[src/rtl/timer_pkg.sv]
// Shared definitions for the timer interrupt controller.
//  - Source indices of the 12 timer strobes (channel c: CMIA=3c, CMIB=3c+1, OVI=3c+2)
//  - Request FSM state encoding
package timer_pkg;

  localparam int unsigned SRC_CMIA0 = 0;
  localparam int unsigned SRC_CMIB0 = 1;
  localparam int unsigned SRC_OVI0  = 2;
  localparam int unsigned SRC_CMIA1 = 3;
  localparam int unsigned SRC_CMIB1 = 4;
  localparam int unsigned SRC_OVI1  = 5;
  localparam int unsigned SRC_CMIA2 = 6;
  localparam int unsigned SRC_CMIB2 = 7;
  localparam int unsigned SRC_OVI2  = 8;
  localparam int unsigned SRC_CMIA3 = 9;
  localparam int unsigned SRC_CMIB3 = 10;
  localparam int unsigned SRC_OVI3  = 11;

  typedef enum logic [1:0] {
    StIdle = 2'd0,
    StReq  = 2'd1,
    StGap  = 2'd2
  } irq_state_e;

endpackage

[src/rtl/timer_irq_ctrl_if.sv]
// Bus bundle between the timer interrupt controller and its neighbours.
//  master : strobe sources, register writes and CPU acknowledge (driven into the controller)
//  slave  : the controller itself (drives irq_req/irq_vec and register readback)
interface timer_irq_ctrl_if #(
  parameter int unsigned NUM_SRC   = 12,
  parameter int unsigned VEC_WIDTH = 4
);
  logic [NUM_SRC-1:0]   src_in;
  logic                 en_we;
  logic [NUM_SRC-1:0]   en_wdata;
  logic                 clr_we;
  logic [NUM_SRC-1:0]   clr_wdata;
  logic                 irq_ack;
  logic                 irq_req;
  logic [VEC_WIDTH-1:0] irq_vec;
  logic [NUM_SRC-1:0]   pending;
  logic [NUM_SRC-1:0]   enable;

  modport master (
    output src_in, en_we, en_wdata, clr_we, clr_wdata, irq_ack,
    input  irq_req, irq_vec, pending, enable
  );

  modport slave (
    input  src_in, en_we, en_wdata, clr_we, clr_wdata, irq_ack,
    output irq_req, irq_vec, pending, enable
  );
endinterface

[src/rtl/irq_prio_enc.sv]
// Lowest-index-wins priority encoder.
//  req   : request vector
//  idx   : index of the lowest set bit (0 when none)
//  valid : any bit of req set
module irq_prio_enc #(
  parameter int unsigned NUM_SRC   = 12,
  parameter int unsigned VEC_WIDTH = 4
) (
  input  logic [NUM_SRC-1:0]   req,
  output logic [VEC_WIDTH-1:0] idx,
  output logic                 valid
);

  always_comb begin
    idx   = '0;
    valid = 1'b0;
    // Scan downwards so the lowest set index is the last one written.
    for (int i = int'(NUM_SRC) - 1; i >= 0; i--) begin
      if (req[i]) begin
        idx   = VEC_WIDTH'(i);
        valid = 1'b1;
      end
    end
  end

endmodule

[src/rtl/timer_irq_ctrl.sv]
// Timer interrupt controller: folds the 12 timer strobes into one vectored CPU request.
//  clk, rst_n : clock, asynchronous active-low reset
//  bus.src_in : strobes; rising edges set pending bits regardless of enable
//  bus.en_*   : enable-mask write;  bus.clr_* : write-1-to-clear of pending bits
//  bus.irq_ack: CPU acknowledge pulse, honoured only while irq_req is high
//  bus.irq_req/irq_vec : request and the frozen winning source index
//  bus.pending/enable  : register readback
module timer_irq_ctrl
  import timer_pkg::*;
#(
  parameter int unsigned NUM_SRC   = 12,
  parameter int unsigned VEC_WIDTH = 4
) (
  input  logic           clk,
  input  logic           rst_n,
  timer_irq_ctrl_if.slave bus
);

  logic [NUM_SRC-1:0]   src_q;
  logic [NUM_SRC-1:0]   pending_q, pending_d;
  logic [NUM_SRC-1:0]   enable_q, enable_d;
  logic [NUM_SRC-1:0]   src_rise, clr_mask, active;
  logic [VEC_WIDTH-1:0] vec_q, vec_d, winner;
  logic                 any_active, ack_clear;
  irq_state_e           state_q, state_d;

  assign src_rise = bus.src_in & ~src_q;
  assign active   = pending_q & enable_q;

  irq_prio_enc #(
    .NUM_SRC  (NUM_SRC),
    .VEC_WIDTH(VEC_WIDTH)
  ) u_prio_enc (
    .req  (active),
    .idx  (winner),
    .valid(any_active)
  );

  always_comb begin
    state_d   = state_q;
    vec_d     = vec_q;
    ack_clear = 1'b0;
    unique case (state_q)
      StIdle: begin
        if (any_active) begin
          state_d = StReq;
          vec_d   = winner;
        end
      end
      StReq: begin
        // Ack beats withdrawal; a higher-priority arrival never preempts.
        if (bus.irq_ack) begin
          ack_clear = 1'b1;
          state_d   = StGap;
        end else if (!active[vec_q]) begin
          state_d = StIdle;
        end
      end
      StGap:   state_d = StIdle;
      default: state_d = StIdle;
    endcase
  end

  always_comb begin
    clr_mask = (bus.clr_we ? bus.clr_wdata : '0) |
               (ack_clear ? (NUM_SRC'(1) << vec_q) : '0);
    // New edges override any clear in the same cycle.
    pending_d = (pending_q & ~clr_mask) | src_rise;
    enable_d  = bus.en_we ? bus.en_wdata : enable_q;
  end

  always_ff @(posedge clk or negedge rst_n) begin
    if (!rst_n) begin
      src_q     <= '0;
      pending_q <= '0;
      enable_q  <= '0;
      vec_q     <= '0;
      state_q   <= StIdle;
    end else begin
      src_q     <= bus.src_in;
      pending_q <= pending_d;
      enable_q  <= enable_d;
      vec_q     <= vec_d;
      state_q   <= state_d;
    end
  end

  assign bus.irq_req = (state_q == StReq);
  assign bus.irq_vec = vec_q;
  assign bus.pending = pending_q;
  assign bus.enable  = enable_q;

endmodule

[src/flat_wrapper.sv]
// flat-port wrapper written by rule: the top's interface ports become plain ports
module timer_irq_ctrl_flat import timer_pkg::*;
#(
  parameter int unsigned NUM_SRC   = 12,
  parameter int unsigned VEC_WIDTH = 4
)
  (clk, rst_n, bus_src_in, bus_en_we, bus_en_wdata, bus_clr_we, bus_clr_wdata, bus_irq_ack, bus_irq_req, bus_irq_vec, bus_pending, bus_enable);
  timer_irq_ctrl_if #(.NUM_SRC(NUM_SRC), .VEC_WIDTH(VEC_WIDTH)) bus_i ();
  input  logic clk;
  input  logic rst_n;
  input wire logic [$bits(bus_i.src_in)-1:0] bus_src_in;
  input wire logic [$bits(bus_i.en_we)-1:0] bus_en_we;
  input wire logic [$bits(bus_i.en_wdata)-1:0] bus_en_wdata;
  input wire logic [$bits(bus_i.clr_we)-1:0] bus_clr_we;
  input wire logic [$bits(bus_i.clr_wdata)-1:0] bus_clr_wdata;
  input wire logic [$bits(bus_i.irq_ack)-1:0] bus_irq_ack;
  output wire logic [$bits(bus_i.irq_req)-1:0] bus_irq_req;
  output wire logic [$bits(bus_i.irq_vec)-1:0] bus_irq_vec;
  output wire logic [$bits(bus_i.pending)-1:0] bus_pending;
  output wire logic [$bits(bus_i.enable)-1:0] bus_enable;
  assign bus_i.src_in = bus_src_in;
  assign bus_i.en_we = bus_en_we;
  assign bus_i.en_wdata = bus_en_wdata;
  assign bus_i.clr_we = bus_clr_we;
  assign bus_i.clr_wdata = bus_clr_wdata;
  assign bus_i.irq_ack = bus_irq_ack;
  assign bus_irq_req = bus_i.irq_req;
  assign bus_irq_vec = bus_i.irq_vec;
  assign bus_pending = bus_i.pending;
  assign bus_enable = bus_i.enable;
  timer_irq_ctrl #(.NUM_SRC(NUM_SRC), .VEC_WIDTH(VEC_WIDTH)) u_core (.clk(clk), .rst_n(rst_n), .bus(bus_i));
endmodule
[config.mk]
export PLATFORM = sky130hd
export DESIGN_NAME = timer_irq_ctrl_flat
export DESIGN_NICKNAME = d
export VERILOG_FILES = /design/src/rtl/timer_pkg.sv /design/src/rtl/timer_irq_ctrl_if.sv /design/src/rtl/irq_prio_enc.sv /design/src/rtl/timer_irq_ctrl.sv /design/src/flat_wrapper.sv
export SDC_FILE = /design/constraint.sdc
export NUM_CORES = 1
export LEC_CHECK = 0
export CAP_MARGIN = 0
export CORE_UTILIZATION = 44
export CTS_CLUSTER_SIZE = 28
export DETAILED_ROUTE_END_ITERATION = 10
export GPL_TIMING_DRIVEN = 0
export PLACE_DENSITY = 0.83
export SYNTH_ARGS = -nofsm -noshare
export SYNTH_HDL_FRONTEND = slang
export SYNTH_SLANG_ARGS = --single-unit
[constraint.sdc]
create_clock -name clk -period 2 [get_ports clk]
set_clock_uncertainty 0.1 [all_clocks]
set_input_delay 0.2 -clock clk [delete_from_list [all_inputs] [get_ports clk]]
set_output_delay 0.2 -clock clk [all_outputs]
set_load 0.01 [all_outputs]
==> out/qor.yml, run 1 <==
run_status:
  status: "finished, final reports clean"
power_and_ir_drop:
  clockPowerShare: 0.233
  p_per_area_nw_per_um2: 956
  p_sw_frac: 0.305
  combPwrFrac: 0.348
  irDropWorstVdd_v: 0.000474
  p_leak_uw: 0.00116
  power.internal_uw: 1830
  p_sw_uw: 806
  seq_power_share: 0.419
  p_total_uw: 2640
final_layout:
  multi_input_area_um2: 749
  ff_latch_area_um2: 1050
  antenna_cells: 0
  fin_util: 0.681
  area_growth_syn_to_layout_pct: 47.4
  finalNonFillerCells: 293
  final_common_cell: "clkdlybuf4s50_1"
  fill_cells: 310
  drive_gt1_frac: 0.115
  final_cell_mix: "clkdlybuf4s50_1, dfrtp_1, nand2_1"
  nNetsFinal: 283
cts:
  root_buffer: "clkbuf_8"
  cts_buffers: 5
  htree_levels: 2
  clkTransAtPathRegs_ps: 70
  cts_tree: "yes"
  insertion_delay_ps: 290
  clk_path_buf_depth: 2
  cts-resized-gates: 0
  cts_sinks: 42
grt:
  grt_pass1_vias: 1496
  grtUsageTotal: 0.224
  grt_util_met3: 0.0709
  grt_overflow: 0
  grt_busiest_layer: "met2"
  grt_max_degree: 42
  grt_pass1_wl_um: 7080
  grt_use_met1: 0.303
  antenna_found_initial: 0
  met2_usage: 0.330
sta:
  final-setup-viol-count: 0
  finalSetupTns_ps: 0
  slew_viol_final: 0
  worst_pin_slew_ps: 652
  hold-worst-slack_ps: 124
  period_minus_slack_ps: 1740
  finalCritPeriodShare: 0.871
  relSlewSlack: 0.565
  timing.fmax_mhz: 574
  hold_viol_final: 0
  rsz0062_at_grt: "false"
placement:
  port_buffers: 69
  gp_congestion: 0.785
  place_inst: 284
  place_hpwl_um: 3370
logic_synthesis:
  seq_area_frac_synth: 0.561
  synth_compound_area_frac: 0.141
  avgSynthCellArea_um2: 11.4
  yosys_warnings: 0
  synth_largest_area_cell: "dfrtp_1"
  synth_cell_type_count: 33
  synth.area.top_cells: "dfrtp_1, nand2_1, mux2_2"
  synthesis.area_um2: 1870
  synth_fa_ha_area_frac: 0
  ys_seq_elements: 42
  synthesis.nets: 205
  synth_top_family_by_area: "simple AND/OR/NAND/NOR gates"
  yosys-mux-area-fraction: 0.112
  synthXorXnorAreaFrac: 0
  synth_cells: 164
  synth_top_area_frac: 0.561
  synth_simple_gate_area_frac: 0.147
worst_setup_path:
  r2r-start: "u_core.state_q[1]"
  cp.arrival_ps: 1820
  crit_required_ps: 2080
  reg2reg_slack_ps: 260
  worstSetupPathType: "flop to flop"
  path_max_fanout: 4
  crit_start: "u_core.state_q[1]"
  start_kind: "flop"
  end_kind: "flop"
  r2r_cells: 5
  crit_end: "u_core.bus.pending[8]"
  r2r-end: "u_core.bus.pending[8]"
detailed_routing:
  drc: 0
  vias: 1586
  finalWirelength_um: 4440
  drtAntennaViolNets: 0
  drt-pass1-iter-count: 4
  drt-initial-drc-count: 76
  wl_per_cell_um: 15.1
  viasPerCell: 5.41
min_path:
  min_path_type: "primary input to async pin"
floorplan:
  ioPinCount: 70
  die_area_um2: 4520
  die_w_um: 67.2
  fp.dieH_um: 67.2
  coreArea_um2: 4060
  initial_core_util: 0.462
  rows: 23
job:
  max_cap_viol_count: 0
## synthesized netlist by cell type
cell type	count
o21ai_2	1
buf_2	1
nor3b_1	1
nand2b_1	1
buf_1	1
nand3_1	7
mux4_2	1
nor2b_4	1
a221oi_1	1
a22o_1	4
nand2_1	37
inv_1	13
nor3_1	1
buf_6	1
nor2_1	4
mux2_2	12
o31ai_1	1
mux4_1	2
a22oi_1	4
and2b_1	1
o311ai_1	1
nor4_1	1
dfrtp_1	42
clkbuf_1	1
a21oi_1	4
or2b_1	1
a211oi_1	1
nand4bb_1	1
o21ai_0	2
o211ai_1	1
nor4b_2	1
a32o_1	12
nor2b_1	1
## per-layer routing
layer  routed length [µm]  share of wire
met4                  114          0.026
met1                 1930           0.44
met2                 2150           0.48
met3                  237          0.053
met5                    0              0
## worst max-delay path, cell delays in order (launching register included)
cell and delay [ps]:
dfrtp_1 410, nor2b_4 120, nand2_1 110, nor3b_1 470, nand2_1 140, a32o_1 280
## logic make-up after synthesis
| family | after synthesis |
|---|---|
| simple gates | 58 |
| buf+inv | 17 |
| flops | 42 |
| mux | 15 |
| compound gates | 32 |
## through the flow
stage	setup WS [ps]	area, µm²
finish	259	2760
global route	146	2760
CTS	262	2760
detailed placement	103	2640
global placement	-398	2630
floorplan	392	1870
## worst min-delay path by stage
stage | startpoint | endpoint | slack [ps] | cells past startpoint
detailed placement | rst_n | u_core.src_q[11] | -100 | 1
global route | rst_n | u_core.src_q[11] | 140 | 2
finish | rst_n | u_core.src_q[11] | 120 | 2
global placement | u_core.src_q[8] | u_core.bus.pending[8] | 420 | 2
CTS | rst_n | u_core.src_q[11] | 120 | 2
floorplan | rst_n | u_core.bus.enable[0] | -200 | 0
## what timing repair did
| item | CTS | global route |
|---|---|---|
| buffers inserted | 0 | 0 |
| hold endpoints to repair | 42 | 0 |
| hold buffers | 1 | 0 |
## flip-flops by register name (all words and copies together) (netlist names)
name,cells
u_core.bus.irq_vec,4
u_core.bus.enable,12
u_core.state_q,2
u_core.bus.pending,12
u_core.src_q,12
## layout make-up
cell class,instances,share of cell area
sequential,42,0.381
multi-input combinational,105,0.271
timing repair buffer,71,0.259
clock buffer,8,0.0399
tap,50,0.0227
inverter,13,0.0177
buffer,4,0.00861
## power groups by stage
stage | clock [µW] | combinational, µW | sequential [µW]
after floorplan | 0 | 450 | 1140
after global placement | 0 | 890 | 1120
after detailed placement | 0 | 917 | 1120
after CTS | 628 | 922 | 1110
after global routing | 670 | 994 | 1120
final | 614 | 919 | 1110
Note: power is estimated with default switching activity, not from simulation.
==> inputs of run 2 (changes only) <==
--- a/config.mk
+++ b/config.mk
@@ -5,12 +5,12 @@
 export SDC_FILE = /design/constraint.sdc
 export NUM_CORES = 1
 export LEC_CHECK = 0
-export CAP_MARGIN = 0
 export CORE_UTILIZATION = 44
 export CTS_CLUSTER_SIZE = 28
 export DETAILED_ROUTE_END_ITERATION = 10
 export GPL_TIMING_DRIVEN = 0
-export PLACE_DENSITY = 0.83
+export PLACE_DENSITY = 0.82
 export SYNTH_ARGS = -nofsm -noshare
 export SYNTH_HDL_FRONTEND = slang
+export SYNTH_HIERARCHICAL = 1
 export SYNTH_SLANG_ARGS = --single-unit
==> out/qor.yml, run 2 <==
run_status:
  status: "finished, final reports clean"
final_layout:
  final_cell_mix: "clkdlybuf4s50_1, dfrtp_1, nand2_1"
  final_common_cell: "clkdlybuf4s50_1"
  ff_latch_area_um2: 1050
  area_growth_syn_to_layout_pct: 48.4
  drive_gt1_frac: 0.133
  fill_cells: 322
  multi_input_area_um2: 772
  nNetsFinal: 289
  antenna_cells: 0
  fin_util: 0.691
floorplan:
  initial_core_util: 0.466
  rows: 23
  die_w_um: 67.6
  fp.dieH_um: 67.6
  ioPinCount: 70
  die_area_um2: 4560
  coreArea_um2: 4060
logic_synthesis:
  ys_top_cells_by_count: "dfrtp_1, nand2_1, inv_1"
  synth_cell_type_count: 34
  synth.area.top_cells: "dfrtp_1, mux2_2, nand2_1"
  synth-edff-count: 0
  synthesis.area_um2: 1890
  synthesis.nets: 211
  synth_most_common_cell: "dfrtp_1"
  avgSynthCellArea_um2: 11.1
  synth_top_area_frac: 0.556
  seq_area_frac_synth: 0.556
  ys_seq_elements: 42
  synth_cells: 170
  ys.flop_type: "dfrtp_1"
  yosys_warnings: 6
  async_reset_ff_frac: 1.00
  synth_largest_area_cell: "dfrtp_1"
power_and_ir_drop:
  seq_power_share: 0.410
  clockPowerShare: 0.236
  combPwrFrac: 0.354
  p_sw_uw: 830
  p_per_area_nw_per_um2: 953
  irDropWorstVdd_v: 0.000646
  power.internal_uw: 1840
  p_leak_uw: 0.00120
  p_sw_frac: 0.310
detailed_routing:
  wl_per_cell_um: 14.6
  drtAntennaViolNets: 0
  drt-initial-drc-count: 83
  vias: 1539
  finalWirelength_um: 4370
  drt-pass1-iter-count: 4
  viasPerCell: 5.15
  drc: 0
worst_setup_path:
  path_max_fanout: 7
  timing.critical_path.buf_inv: 0
  start_kind: "flop"
  crit_required_ps: 2090
  reg2reg_slack_ps: 90
  worstSetupPathType: "flop to flop"
  crit_chain: "and2_1 > nor4_4 > nand3_1 > nor3b_4 > a41o_1 > a31o_1"
  cpMaxStageDelayCell: "dfrtp_1"
  cp.arrival_ps: 2000
  crit_family: "simple AND/OR/NAND/NOR gates"
  end_kind: "flop"
  cp_slowest_stage_delay_ps: 390
sta:
  relSlewSlack: 0.530
  slew_viol_final: 0
  hold_viol_final: 0
  worst_slack_ps: 86.3
  final-setup-viol-count: 0
  finalCritPeriodShare: 0.957
  timing.fmax_mhz: 523
  rsz0062_at_grt: "true"
  finalSetupTns_ps: 0
  period_minus_slack_ps: 1910
  worst_pin_slew_ps: 705
placement:
  port_buffers: 69
  place_ws_ps: -200
  gp_congestion: 0.845
  place_hpwl_um: 3240
grt:
  grt_pass1_wl_um: 7100
  met2_usage: 0.347
  grt_max_degree: 26
  grt_overflow: 0
  grtUsageTotal: 0.217
  grt_use_met1: 0.284
  grt_pass1_vias: 1586
  antenna_found_initial: 0
  grt_busiest_layer: "met2"
  grt_util_met3: 0.0625
cts:
  clk_path_buf_depth: 2
  root_buffer: "clkbuf_8"
  cts_sinks: 42
  insertion_delay_ps: 290
  cts_buffers: 5
  cts_setup_buffers: 0
  clkTransAtPathRegs_ps: 80
  htree_levels: 2
  cts_tree: "yes"
job:
  max_cap_viol_count: 0
min_path:
  min_path_type: "primary input to async pin"
-- run 2: changes by cell type in the layout (fill, tap and decap cells not counted), sizes merged, moves of 4 or more --
cell / delta
o21ai: +5
inv: +7
and2: +10
nand2: -14
a32o: -4
nand3: -4
a22o: -4
-- run 2: cell families (layout without fill, tap and decap cells) --
kind of cell / Yosys count / count (layout) / share of synthesized area
flip-flops: 42 / 42 / 0.556
buffers and inverters: 23 / 102 / 0.0496
AO/OA/AOI/OAI: 29 / 29 / 0.118
multiplexers: 17 / 17 / 0.113
AND/OR/NAND/NOR: 59 / 59 / 0.163
-- run 2: power by group through the flow --
| stage | sequential (µW) | combinational, µW | clock [µW] |
|---|---|---|---|
| 2_1_floorplan | 1130 | 447 | 0 |
| 3_3_place_gp | 1100 | 900 | 0 |
| 3_5_place_dp | 1100 | 913 | 0 |
| 4_1_cts | 1090 | 928 | 648 |
| 5_1_grt | 1120 | 1030 | 678 |
| 6_report | 1100 | 946 | 632 |
-- run 2: through the flow --
| step | total power [µW] | std cells | hold WS [ps] | area, µm² |
|---|---|---|---|---|
| final | 2670 | 299 | 268 | 2810 |
| after global routing | 2820 | 299 | 265 | 2810 |
| after CTS | 2670 | 299 | 258 | 2780 |
| after detailed placement | 2020 | 290 | 65.2 | 2660 |
| after global placement | 2000 | 289 | 304 | 2640 |
| after floorplan | 1580 | 170 | -196 | 1890 |
-- run 2: layout make-up --
class / instances / area share
well taps: 50 / 0.0223
plain buffers: 3 / 0.00669
multi-input cells: 105 / 0.275
repair buffers: 71 / 0.255
inverters: 20 / 0.0268
clock buffers: 8 / 0.0393
flip-flops and latches: 42 / 0.375
-- run 2: repair_timing --
action | in CTS | in global routing
hold buffers | 1 | 0
pin swaps | 1 | 0
endpoints found under the hold margin | 17 | 0
endpoints found under the setup margin | 5 | 3
cloned | 0 | 0
resized for setup | 1 | 3
-- run 2: final timing paths --
path / startpoint / end / cells after the start
max in group asynchronous: rst_n / u_core/bus.pending[5] / 3
hold reg to reg: u_core/src_q[0] / u_core/bus.pending[0] / 1
hold / removal: rst_n / u_core/bus.enable[3] / 2
setup / recovery: u_core/bus.enable[4] / u_core/state_q[0] / 6
setup reg to reg: u_core/bus.enable[4] / u_core/state_q[0] / 6
min in group clk: bus_src_in[0] / u_core/src_q[0] / 1
-- run 2: per-layer routing --
metal  vias to the layer above  part of all wire
li1                        757                 -
met1                       722              0.47
met2                        54              0.46
met3                         6             0.069
met4                         0             0.011
met5                         -                 0
-- run 2: worst register-to-register path: stages, from the launching register on --
cell and delay (ps):
dfrtp_1 390, and2_1 240, nor4_4 350, nand3_1 140, nor3b_4 210, a41o_1 220
a31o_1 170
